**src/rtl/result_unloader_if.sv**
```systemverilog
// Bundle between the result unloader, the shared-memory read port and the capture stream.
// The master drives the memory address and the sample stream. The slave returns read data and out_ready.
interface result_unloader_if #(
    parameter int BANK_W = 3,
    parameter int WORD_W = 2,
    parameter int OUT_W  = 16,
    parameter int IDX_W  = 4
);
    logic [BANK_W-1:0] mem_bank;
    logic [WORD_W-1:0] mem_addr;
    logic [31:0]       mem_rd_data;
    // Valid/ready: a sample transfers on a rising edge where out_valid && out_ready.
    // Once out_valid rises, out_data, out_idx and the address stay fixed until that transfer.
    // out_ready may change freely and has no effect while out_valid is low.
    logic              out_valid;
    logic              out_ready;
    logic [OUT_W-1:0]  out_data;
    logic [IDX_W-1:0]  out_idx;

    modport master (
        output mem_bank, mem_addr, out_valid, out_data, out_idx,
        input  mem_rd_data, out_ready
    );

    modport slave (
        input  mem_bank, mem_addr, out_valid, out_data, out_idx,
        output mem_rd_data, out_ready
    );
endinterface

```
**src/rtl/result_unloader.sv**
```systemverilog
// Walks a fixed word window of every shared-memory bank and streams each word out on valid/ready.
// Each word is scaled and saturated to OUT_W bits, and any saturation is flagged stickily.
module result_unloader #(
    parameter int NUM_BANKS      = 8,
    parameter int WORDS_PER_BANK = 4,
    parameter int BASE_WORD      = 2,
    parameter int NUM_WORDS      = 2,
    parameter int DATA_LSB       = 1,
    parameter int OUT_W          = 16
) (
    input  logic               sys_clk,
    input  logic               sys_rst_n,
    input  logic               start,
    input  logic               abort,
    result_unloader_if.master  bus,
    output logic               busy,
    output logic               done,
    output logic               sat_flag,
    output logic [1:0]         state_dbg
);
    localparam int BANK_W = $clog2(NUM_BANKS);
    localparam int WORD_W = $clog2(WORDS_PER_BANK);
    localparam int IDX_W  = $clog2(NUM_BANKS * NUM_WORDS);
    localparam int TOP_LSB = DATA_LSB + OUT_W;

    localparam logic [BANK_W-1:0] LAST_BANK  = BANK_W'(NUM_BANKS - 1);
    localparam logic [WORD_W-1:0] FIRST_WORD = WORD_W'(BASE_WORD);
    localparam logic [WORD_W-1:0] LAST_WORD  = WORD_W'(BASE_WORD + NUM_WORDS - 1);
    localparam logic [OUT_W-1:0]  SAT_POS    = {1'b0, {(OUT_W-1){1'b1}}};
    localparam logic [OUT_W-1:0]  SAT_NEG    = {1'b1, {(OUT_W-1){1'b0}}};

    typedef enum logic [1:0] {
        S_IDLE  = 2'd0,
        S_FETCH = 2'd1,
        S_HOLD  = 2'd2,
        S_DONE  = 2'd3
    } state_t;

    state_t            state;
    state_t            state_nxt;
    logic [BANK_W-1:0] bank;
    logic [WORD_W-1:0] word;
    logic              handshake;
    logic              last_sample;
    logic [OUT_W-1:0]  scaled;
    logic              sat_now;

    assign handshake   = bus.out_valid & bus.out_ready;
    assign last_sample = (bank == LAST_BANK) && (word == LAST_WORD);

    always_ff @(posedge sys_clk or negedge sys_rst_n) begin
        if (!sys_rst_n) state <= S_IDLE;
        else            state <= state_nxt;
    end

    always_comb begin
        state_nxt = state;
        if (abort) begin
            state_nxt = S_IDLE;
        end else begin
            case (state)
                S_IDLE:  if (start) state_nxt = S_FETCH;
                S_FETCH: state_nxt = S_HOLD;
                S_HOLD:  if (handshake) state_nxt = last_sample ? S_DONE : S_FETCH;
                S_DONE:  state_nxt = S_IDLE;
                default: state_nxt = S_IDLE;
            endcase
        end
    end

    // The address stays on the bus through HOLD so a stalled sample keeps its source visible.
    always_comb begin
        busy         = (state != S_IDLE);
        done         = (state == S_DONE);
        state_dbg    = state;
        bus.mem_bank = '0;
        bus.mem_addr = '0;
        if (state == S_FETCH || state == S_HOLD) begin
            bus.mem_bank = bank;
            bus.mem_addr = word;
        end
    end

    // Out of range when any bit above the window disagrees with the window's sign bit.
    always_comb begin
        sat_now = 1'b0;
        scaled  = bus.mem_rd_data[DATA_LSB +: OUT_W];
        for (int i = TOP_LSB; i < 32; i++) begin
            if (bus.mem_rd_data[i] != bus.mem_rd_data[TOP_LSB-1]) sat_now = 1'b1;
        end
        if (sat_now) scaled = bus.mem_rd_data[31] ? SAT_NEG : SAT_POS;
    end

    always_ff @(posedge sys_clk or negedge sys_rst_n) begin
        if (!sys_rst_n) begin
            bank          <= '0;
            word          <= '0;
            bus.out_idx   <= '0;
            bus.out_valid <= 1'b0;
            bus.out_data  <= '0;
            sat_flag      <= 1'b0;
        end else if (abort) begin
            bus.out_valid <= 1'b0;
        end else begin
            case (state)
                S_IDLE: begin
                    if (start) begin
                        bank        <= '0;
                        word        <= FIRST_WORD;
                        bus.out_idx <= '0;
                        sat_flag    <= 1'b0;
                    end
                end
                S_FETCH: begin
                    bus.out_data  <= scaled;
                    bus.out_valid <= 1'b1;
                    if (sat_now) sat_flag <= 1'b1;
                end
                S_HOLD: begin
                    if (handshake) begin
                        bus.out_valid <= 1'b0;
                        if (!last_sample) begin
                            bus.out_idx <= bus.out_idx + IDX_W'(1);
                            if (word == LAST_WORD) begin
                                word <= FIRST_WORD;
                                bank <= bank + BANK_W'(1);
                            end else begin
                                word <= word + WORD_W'(1);
                            end
                        end
                    end
                end
                default: ;
            endcase
        end
    end
endmodule

```
**src/flat_wrapper.sv**
```systemverilog
// flat-port wrapper written by rule: the top's interface ports become plain ports
module result_unloader_flat 
#(
    parameter int NUM_BANKS      = 8,
    parameter int WORDS_PER_BANK = 4,
    parameter int BASE_WORD      = 2,
    parameter int NUM_WORDS      = 2,
    parameter int DATA_LSB       = 1,
    parameter int OUT_W          = 16
)
  (sys_clk, sys_rst_n, start, abort, busy, done, sat_flag, state_dbg, bus_mem_bank, bus_mem_addr, bus_out_valid, bus_out_data, bus_out_idx, bus_mem_rd_data, bus_out_ready);
  result_unloader_if #(.OUT_W(OUT_W)) bus_i ();
  input  logic sys_clk;
  input  logic sys_rst_n;
  input  logic start;
  input  logic abort;
  output logic busy;
  output logic done;
  output logic sat_flag;
  output logic [1:0] state_dbg;
  output wire logic [$bits(bus_i.mem_bank)-1:0] bus_mem_bank;
  output wire logic [$bits(bus_i.mem_addr)-1:0] bus_mem_addr;
  output wire logic [$bits(bus_i.out_valid)-1:0] bus_out_valid;
  output wire logic [$bits(bus_i.out_data)-1:0] bus_out_data;
  output wire logic [$bits(bus_i.out_idx)-1:0] bus_out_idx;
  input wire logic [$bits(bus_i.mem_rd_data)-1:0] bus_mem_rd_data;
  input wire logic [$bits(bus_i.out_ready)-1:0] bus_out_ready;
  assign bus_mem_bank = bus_i.mem_bank;
  assign bus_mem_addr = bus_i.mem_addr;
  assign bus_out_valid = bus_i.out_valid;
  assign bus_out_data = bus_i.out_data;
  assign bus_out_idx = bus_i.out_idx;
  assign bus_i.mem_rd_data = bus_mem_rd_data;
  assign bus_i.out_ready = bus_out_ready;
  result_unloader #(.NUM_BANKS(NUM_BANKS), .WORDS_PER_BANK(WORDS_PER_BANK), .BASE_WORD(BASE_WORD), .NUM_WORDS(NUM_WORDS), .DATA_LSB(DATA_LSB), .OUT_W(OUT_W)) u_core (.sys_clk(sys_clk), .sys_rst_n(sys_rst_n), .start(start), .abort(abort), .bus(bus_i), .busy(busy), .done(done), .sat_flag(sat_flag), .state_dbg(state_dbg));
endmodule
```
**config.mk**
```make
export PLATFORM = sky130hd
export DESIGN_NAME = result_unloader_flat
export DESIGN_NICKNAME = d
export VERILOG_FILES = /design/src/rtl/result_unloader_if.sv /design/src/rtl/result_unloader.sv /design/src/flat_wrapper.sv
export SDC_FILE = /design/constraint.sdc
export NUM_CORES = 1
export LEC_CHECK = 0
export CAP_MARGIN = 10
export CORE_ASPECT_RATIO = 0.75
export CORE_MARGIN = 5
export CORE_UTILIZATION = 35
export CTS_CLUSTER_DIAMETER = 80
export DETAILED_ROUTE_END_ITERATION = 16
export PLACE_DENSITY = 0.71
export SETUP_SLACK_MARGIN = 0.4
export SYNTH_ARGS = -nofsm -noshare
export SYNTH_HDL_FRONTEND = slang
export SYNTH_SLANG_ARGS = --single-unit
export TNS_END_PERCENT = 100
```
**constraint.sdc**
```tcl
create_clock -name sys_clk -period 3.15 [get_ports sys_clk]
set_clock_uncertainty 0.15 [all_clocks]
set_input_delay 0.315 -clock sys_clk [delete_from_list [all_inputs] [get_ports sys_clk]]
set_output_delay 0.315 -clock sys_clk [all_outputs]
set_load 0.005 [all_outputs]
```
==> out/results.ini, run 1 <==
[drt]
drc=0
wl_per_cell_um=16.1
drt_iter0_markers=109
num_vias=1597
wl_um=4760
vias_per_cell=5.41
antenna_left=0
dr.pass1.iters=4

[logic_synthesis]
yosys.area_share.adder_pct=6.14
synthXorXnorAreaFrac_pct=0
synth_compound_area_share_pct=15.6
yosys.area.top_type=dfrtp_1
ys_seq_area_share_pct=44.5
synth.area.top_cells=dfrtp_1 45%, o2111ai_1 8.1%, nand4_1 7.7%
yosys.area_share.simple_pct=27.0
synthCells=173
syn-num-nets=218
synth.distinct_cells=34
synth_warnings=0
synth_top_cell_area_share_pct=44.5
syn-cell-area_um2=1630
synth_mux_area_share_pct=1.38
ys_ff_latch=29
synth_top_family_by_area=simple AND/OR/NAND/NOR gates
synth.avg_cell_area_um2=9.42

[power]
p_comb_share_pct=47.9
internal-power_mw=1.20
p_seq_share_pct=35.2
leakagePower_nw=1.00
p_per_area_nw_per_um2=752
power.total_mw=1.83
p_clk_share_pct=16.9
peakVddDrop_uv=541
p_sw_mw=0.630
sw_frac_of_total_pct=34.5

[floorplan]
rows=21
start_util_pct=36.3
die_y_um=69.1
core_area_um2=4490
die_area_um2=6140
dieWidth_um=88.8
ios=68

[global_route]
track_usage_pct=15.8
grt_start_max_net_pins=30
antenna_found_initial=0
grt_pass1_vias=1543
grt_overflow=0
grt_pass1_wl_um=7800

[cts]
cts.sinks=29
clockBufferDepth=2
htree_num_levels=2
clk_pin_slew_worst_paths_ns=0.06
worst_skew_pair.late_latency_ns=0.27
cts_tree=done
numCtsBuffers=5
cts_resized=0
cts_setup_buffers=0
cts_root_buf=clkbuf_8
holdBufCountCts=0

[placed_design]
dp.cells=288
io_buffers=66
gp_congestion=0.779
hpwlAfterDp_um=3550

[setup_path]
crit_type=reg -> reg
critPathMaxFanout=11
arrival_ns=2.66
critPathLaunchType=register
worstPathRequired_ns=3.21
cp-end-kind=register

[sta]
slew_viol_final=0
worstMarginPinSlew_ns=1.06
tns_ns=0
period_needed_ns=2.60
grt_setup_unrepaired=no
slew-limit-headroom_pct=29.0
hold_viol=0
max_freq_mhz=384
fin_crit_sh_pct=82.7
finalSetupViolations=0

[status]
status=complete, no violations

[layout]
diodes=0
syn2layout_area_growth_pct=49.0
final_cells=295
drive_gt1_share_pct=6.72
nFillCells=402
multi_input_area_um2=822
seqCellArea_um2=726
nets=283

[hold_path]
hp-class=in -> async

[flow_run]
maxCapViolations=0

routing by layer:
metal  routed length [µm]  share of wire, %  vias up  GRT usage, %
met2                 2080                44       50          22.3
met5                    0                 0        -             0
met1                 2290                48      761          24.3
li1                     -                 -      784             -
met3                  373               7.8        2          4.29
met4                   18              0.38        0          2.52
final timing paths:
path                       slack [ns]  cells after the start               startpoint                       to
max                              0.55                      6      u_core.state_dbg[0]    u_core.bus.out_idx[3]
min                              0.28                      2                sys_rst_n   u_core.bus.out_data[8]
max reg2reg                      0.55                      6      u_core.state_dbg[0]    u_core.bus.out_idx[3]
min reg2reg                      0.33                      2  u_core.bus.out_data[15]  u_core.bus.out_data[15]
max in group asynchronous        2.29                      2                sys_rst_n     u_core.bus.out_valid
min in group sys_clk             0.33                      2  u_core.bus.out_data[15]  u_core.bus.out_data[15]
final cells by class:
type	count	share of cell area, %
Multi-Input combinational cell	125	33.8
Sequential cell	29	29.9
Timing Repair Buffer	72	29.0
Clock buffer	7	3.55
Tap cell	57	2.94
Inverter	5	0.772
kinds of logic after synthesis:
kind of cell,Yosys count
AOI/OAI and AO/OA,34
adders and majority gates,8
buffers and inverters,19
DFF,29
muxes,1
and+or+nand+nor,82
sequential cells by signal (all words and copies together), names as in the netlist:
name                  count
u_core.bank               3
u_core.bus.out_data      16
u_core.bus.out_idx        4
u_core.bus.out_valid      1
u_core.sat_flag           1
u_core.state_dbg          2
u_core.word               2
Yosys cell counts:
cell type / instances
a21boi_2: 1
a21o_1: 1
a21oi_1: 4
a22o_1: 1
a311oi_1: 1
and2_1: 5
and3_1: 1
buf_2: 4
buf_4: 1
buf_6: 1
clkbuf_1: 8
dfrtp_1: 29
ha_1: 8
inv_1: 5
mux2i_4: 1
nand2_1: 28
nand2b_1: 2
nand3_1: 5
nand4_1: 20
nor2_1: 3
nor2b_1: 4
nor3_1: 3
nor4_1: 3
nor4b_1: 1
o2111ai_1: 15
o21ai_0: 7
o21bai_1: 1
o311ai_0: 1
o31ai_1: 2
or2b_1: 1
or3_1: 1
or4_1: 3
or4b_1: 1
or4b_2: 1
power groups by stage:
stage / sequential [mW] / combinational, mW / clock [mW]
2_1_floorplan: 0.640 / 0.385 / 0
3_3_place_gp: 0.641 / 0.863 / 0
3_5_place_dp: 0.648 / 0.880 / 0
4_1_cts: 0.643 / 0.889 / 0.313
5_1_grt: 0.668 / 0.980 / 0.330
6_report: 0.644 / 0.875 / 0.308
stage by stage:
| step | hold slack, ns | cell area [µm²] | util (%) | setup WS (ns) |
|---|---|---|---|---|
| after floorplan | -0.131 | 1630 | - | 0.849 |
| after global placement | 0.320 | 2340 | 52.2 | 0.567 |
| after detailed placement | 0.319 | 2340 | 52.2 | 0.548 |
| after CTS | 0.301 | 2430 | 54.1 | 0.535 |
| after global routing | 0.314 | 2430 | 54.1 | 0.449 |
| final | 0.284 | 2430 | 54.1 | 0.545 |
worst max-delay path, stage by stage (launching register included):
cell	delay, ns
dfrtp_1	0.44
inv_1	0.11
ha_1	0.34
a21boi_2	0.22
or4b_1	0.68
or4_1	0.52
nand3_1	0.09
cell usage in the layout, fill, tap and decap left out, types with 2 or more instances in the layout:
| cell type | n |
|---|---|
| nand2_1 | 28 |
| nor3_1 | 2 |
| or4_1 | 3 |
| nand2b_1 | 2 |
| o31ai_1 | 2 |
| nor2_1 | 3 |
| nand4_1 | 20 |
| o21ai_0 | 7 |
| ha_1 | 8 |
| a21oi_1 | 4 |
| buf_4 | 6 |
| dfrtp_1 | 29 |
| inv_1 | 5 |
| o2111ai_1 | 15 |
| clkbuf_8 | 6 |
| clkdlybuf4s50_1 | 66 |
| nor4_1 | 3 |
| nor2b_1 | 4 |
| nand3_1 | 5 |
| and2_1 | 5 |
Power figures use the tool's default switching activity.
==> run 2: changes to the inputs <==
==> constraint.sdc (replaced) <==
create_clock -name sys_clk -period 2.4 [get_ports sys_clk]
set_clock_uncertainty 0.15 [all_clocks]
set_input_delay 0.24 -clock sys_clk [delete_from_list [all_inputs] [get_ports sys_clk]]
set_output_delay 0.24 -clock sys_clk [all_outputs]
set_load 0.005 [all_outputs]
==> run 2 against run 1 <==
  * Sequential cell count did not move
  * Final cell count rose by 6.4%
  * Cell area rose by 12%
  * Total power grew 56%
  * Critical path depth did not move
  * Sequential power grew 32%
  * Combinational power up 58%
  * Via count up 6.8%
  * First-iteration DRC count shrank 41%
  * Critical endpoint unchanged
  * Largest cell class unchanged
  * Largest power group unchanged
==> out/results.ini, run 2 (synthesized netlist as in run 1, its figures left out) <==
[global_route]
grt-busiest-layer=met2
met2_usage_pct=24.5
antenna_found_initial=0
grt_overflow=0
grt_pass1_wl_um=8240
grt_start_max_net_pins=17
gr-usage-met3_pct=4.29
grt_use_met1_pct=24.5
track_usage_pct=17.0
grt_pass1_vias=1638

[floorplan]
die_area_um2=6140
die_y_um=69.1
rows=21
start_util_pct=36.3
core_area_um2=4490
dieWidth_um=88.8
ios=68

[placed_design]
hpwlAfterDp_um=3600
dp.cells=296
gp_congestion=0.881
io_buffers=66

[setup_path]
critPathLaunchType=register
cpPeakStageDelay_ns=0.52
worstPathRequired_ns=2.47
cp_num_buf_inv=0
ff2ff_setup_slack_ns=0.31
cp-end-kind=register
crit_type=reg -> reg
cp_cell_sequence=ha_2 > ha_4 > nand4_1 > or4b_4 > or4_4 > nand3_2
cp_slowest_cell=or4b_4
rr_worst_depth=6
timing.rr.end=u_core.bus.out_idx[3]
arrival_ns=2.16
critPathTopFamily=simple AND/OR/NAND/NOR gates
critPathMaxFanout=5
reg2reg_from=u_core.bank[0]

[cts]
numCtsBuffers=5
worst_skew_pair.late_latency_ns=0.28
htree_num_levels=2
clockBufferDepth=2
cts.sinks=29
cts_tree=done
clk_pin_slew_worst_paths_ns=0.07
cts_root_buf=clkbuf_8

[drt]
dr.pass1.iters=4
drc=0
vias_per_cell=5.43
wl_um=5150
num_vias=1705
antenna_left=0
drt_iter0_markers=64
wl_per_cell_um=16.4

[power]
p_per_area_nw_per_um2=1050
peakVddDrop_uv=519
power.total_mw=2.84
p_clk_share_pct=21.5
p_sw_mw=0.934
p_seq_share_pct=29.8
leakagePower_nw=1.17
p_comb_share_pct=48.6
sw_frac_of_total_pct=32.8
internal-power_mw=1.91

[sta]
grt_setup_unrepaired=yes
worstMarginPinSlew_ns=0.752
slew_viol_final=0
period_needed_ns=2.09
max_freq_mhz=479
slew-limit-headroom_pct=49.7
tns_ns=0
fin_crit_sh_pct=87.1
finalHoldWorstSlack_ns=0.140
hold_viol=0
finalSetupViolations=0

[hold_path]
hold_start=bus_mem_rd_data[31]
hold_depth=3
min_to=u_core.bus.out_data[15]
hp-class=in -> reg

[layout]
max_flop_register=u_core.bus.out_data
nets=301
layout_common_cells=60 x clkdlybuf4s50_1, 28 x nand2_1, 28 x dfrtp_1
drive_gt1_share_pct=20.6
layout_commonest_cell=clkdlybuf4s50_1
largest_register_ffs=16
syn2layout_area_growth_pct=66.5
reg_top3=u_core.bus.out_data: 16 flops, u_core.bus.out_idx: 4 flops, u_core.bank: 3 flops
diodes=0
final_cells=314
nFillCells=379

[flow_run]
maxCapViolations=0

[status]
status=complete, no violations

[run 2: cell count changes in the layout (fill, tap and decap cells not counted), sizes merged]
cell / previous run / this run
buf: 6 / 24
clkdlybuf4s50: 66 / 60
dlygate4sd2: 0 / 5
bufinv: 0 / 2
clkbuf: 7 / 5
clkinv: 0 / 1
dlymetal6s2s: 0 / 1
[run 2: worst max path at each step]
stage	cells past startpoint	slack [ns]	to	from
3_5_place_dp	6	0.10	u_core.bus.out_data[12]	bus_mem_rd_data[31]
4_1_cts	6	0.32	u_core.bus.out_idx[3]	u_core.bank[0]
6_report	6	0.31	u_core.bus.out_idx[3]	u_core.bank[0]
3_3_place_gp	6	0.14	u_core.bus.out_data[14]	bus_mem_rd_data[31]
5_1_grt	6	0.27	u_core.bus.out_idx[3]	u_core.state_dbg[1]
2_1_floorplan	8	0.21	u_core.bus.out_idx[3]	u_core.state_dbg[0]
[run 2: power groups by stage]
stage / clock (mW) / combinational (mW) / sequential [mW]
floorplan: 0 / 0.528 / 0.847
global placement: 0 / 1.20 / 0.846
detailed placement: 0 / 1.22 / 0.842
CTS: 0.620 / 1.28 / 0.839
global route: 0.648 / 1.53 / 0.877
finish: 0.612 / 1.38 / 0.849
[run 2: worst min-delay path, stage by stage]
cell and delay, ns:
dlymetal6s2s_1 0.18, nand2_1 0.08, nand2_1 0.04
[run 2: layout make-up]
class                           count  area, µm²  area share (%)
Clock buffer                        5       68.8            2.53
Clock inverter                      3       65.1            2.40
Inverter                            5       18.8           0.691
Multi-Input combinational cell    125        927            34.1
Sequential cell                    29        727            26.8
Tap cell                           57       71.3            2.63
Timing Repair Buffer               90        837            30.8
[run 2: repair_timing]
| item | 4_1_cts | 5_1_grt |
|---|---|---|
| endpoints found under the setup margin | 30 | 26 |
| resized for setup | 12 | 13 |
| setup buffers | 5 | 5 |
| cloned | 0 | 0 |
| hold buffers | 0 | 0 |
| pin swaps | 2 | 3 |
[run 2: per-layer routing]
| metal | vias to the layer above | part of all wire (%) |
|---|---|---|
| met2 | 46 | 46 |
| met3 | 8 | 6.0 |
| met5 | - | 0 |
| li1 | 817 | - |
| met4 | 0 | 1.5 |
| met1 | 834 | 46 |
[run 2: per-stage QoR]
| stage | instance area, µm² | utilization [%] | setup slack, ns |
|---|---|---|---|
| 2_1_floorplan | 1660 | - | 0.213 |
| 3_3_place_gp | 2420 | 53.9 | 0.139 |
| 6_report | 2720 | 60.4 | 0.310 |
| 5_1_grt | 2720 | 60.4 | 0.267 |
| 3_5_place_dp | 2420 | 53.9 | 0.102 |
| 4_1_cts | 2610 | 58.1 | 0.318 |
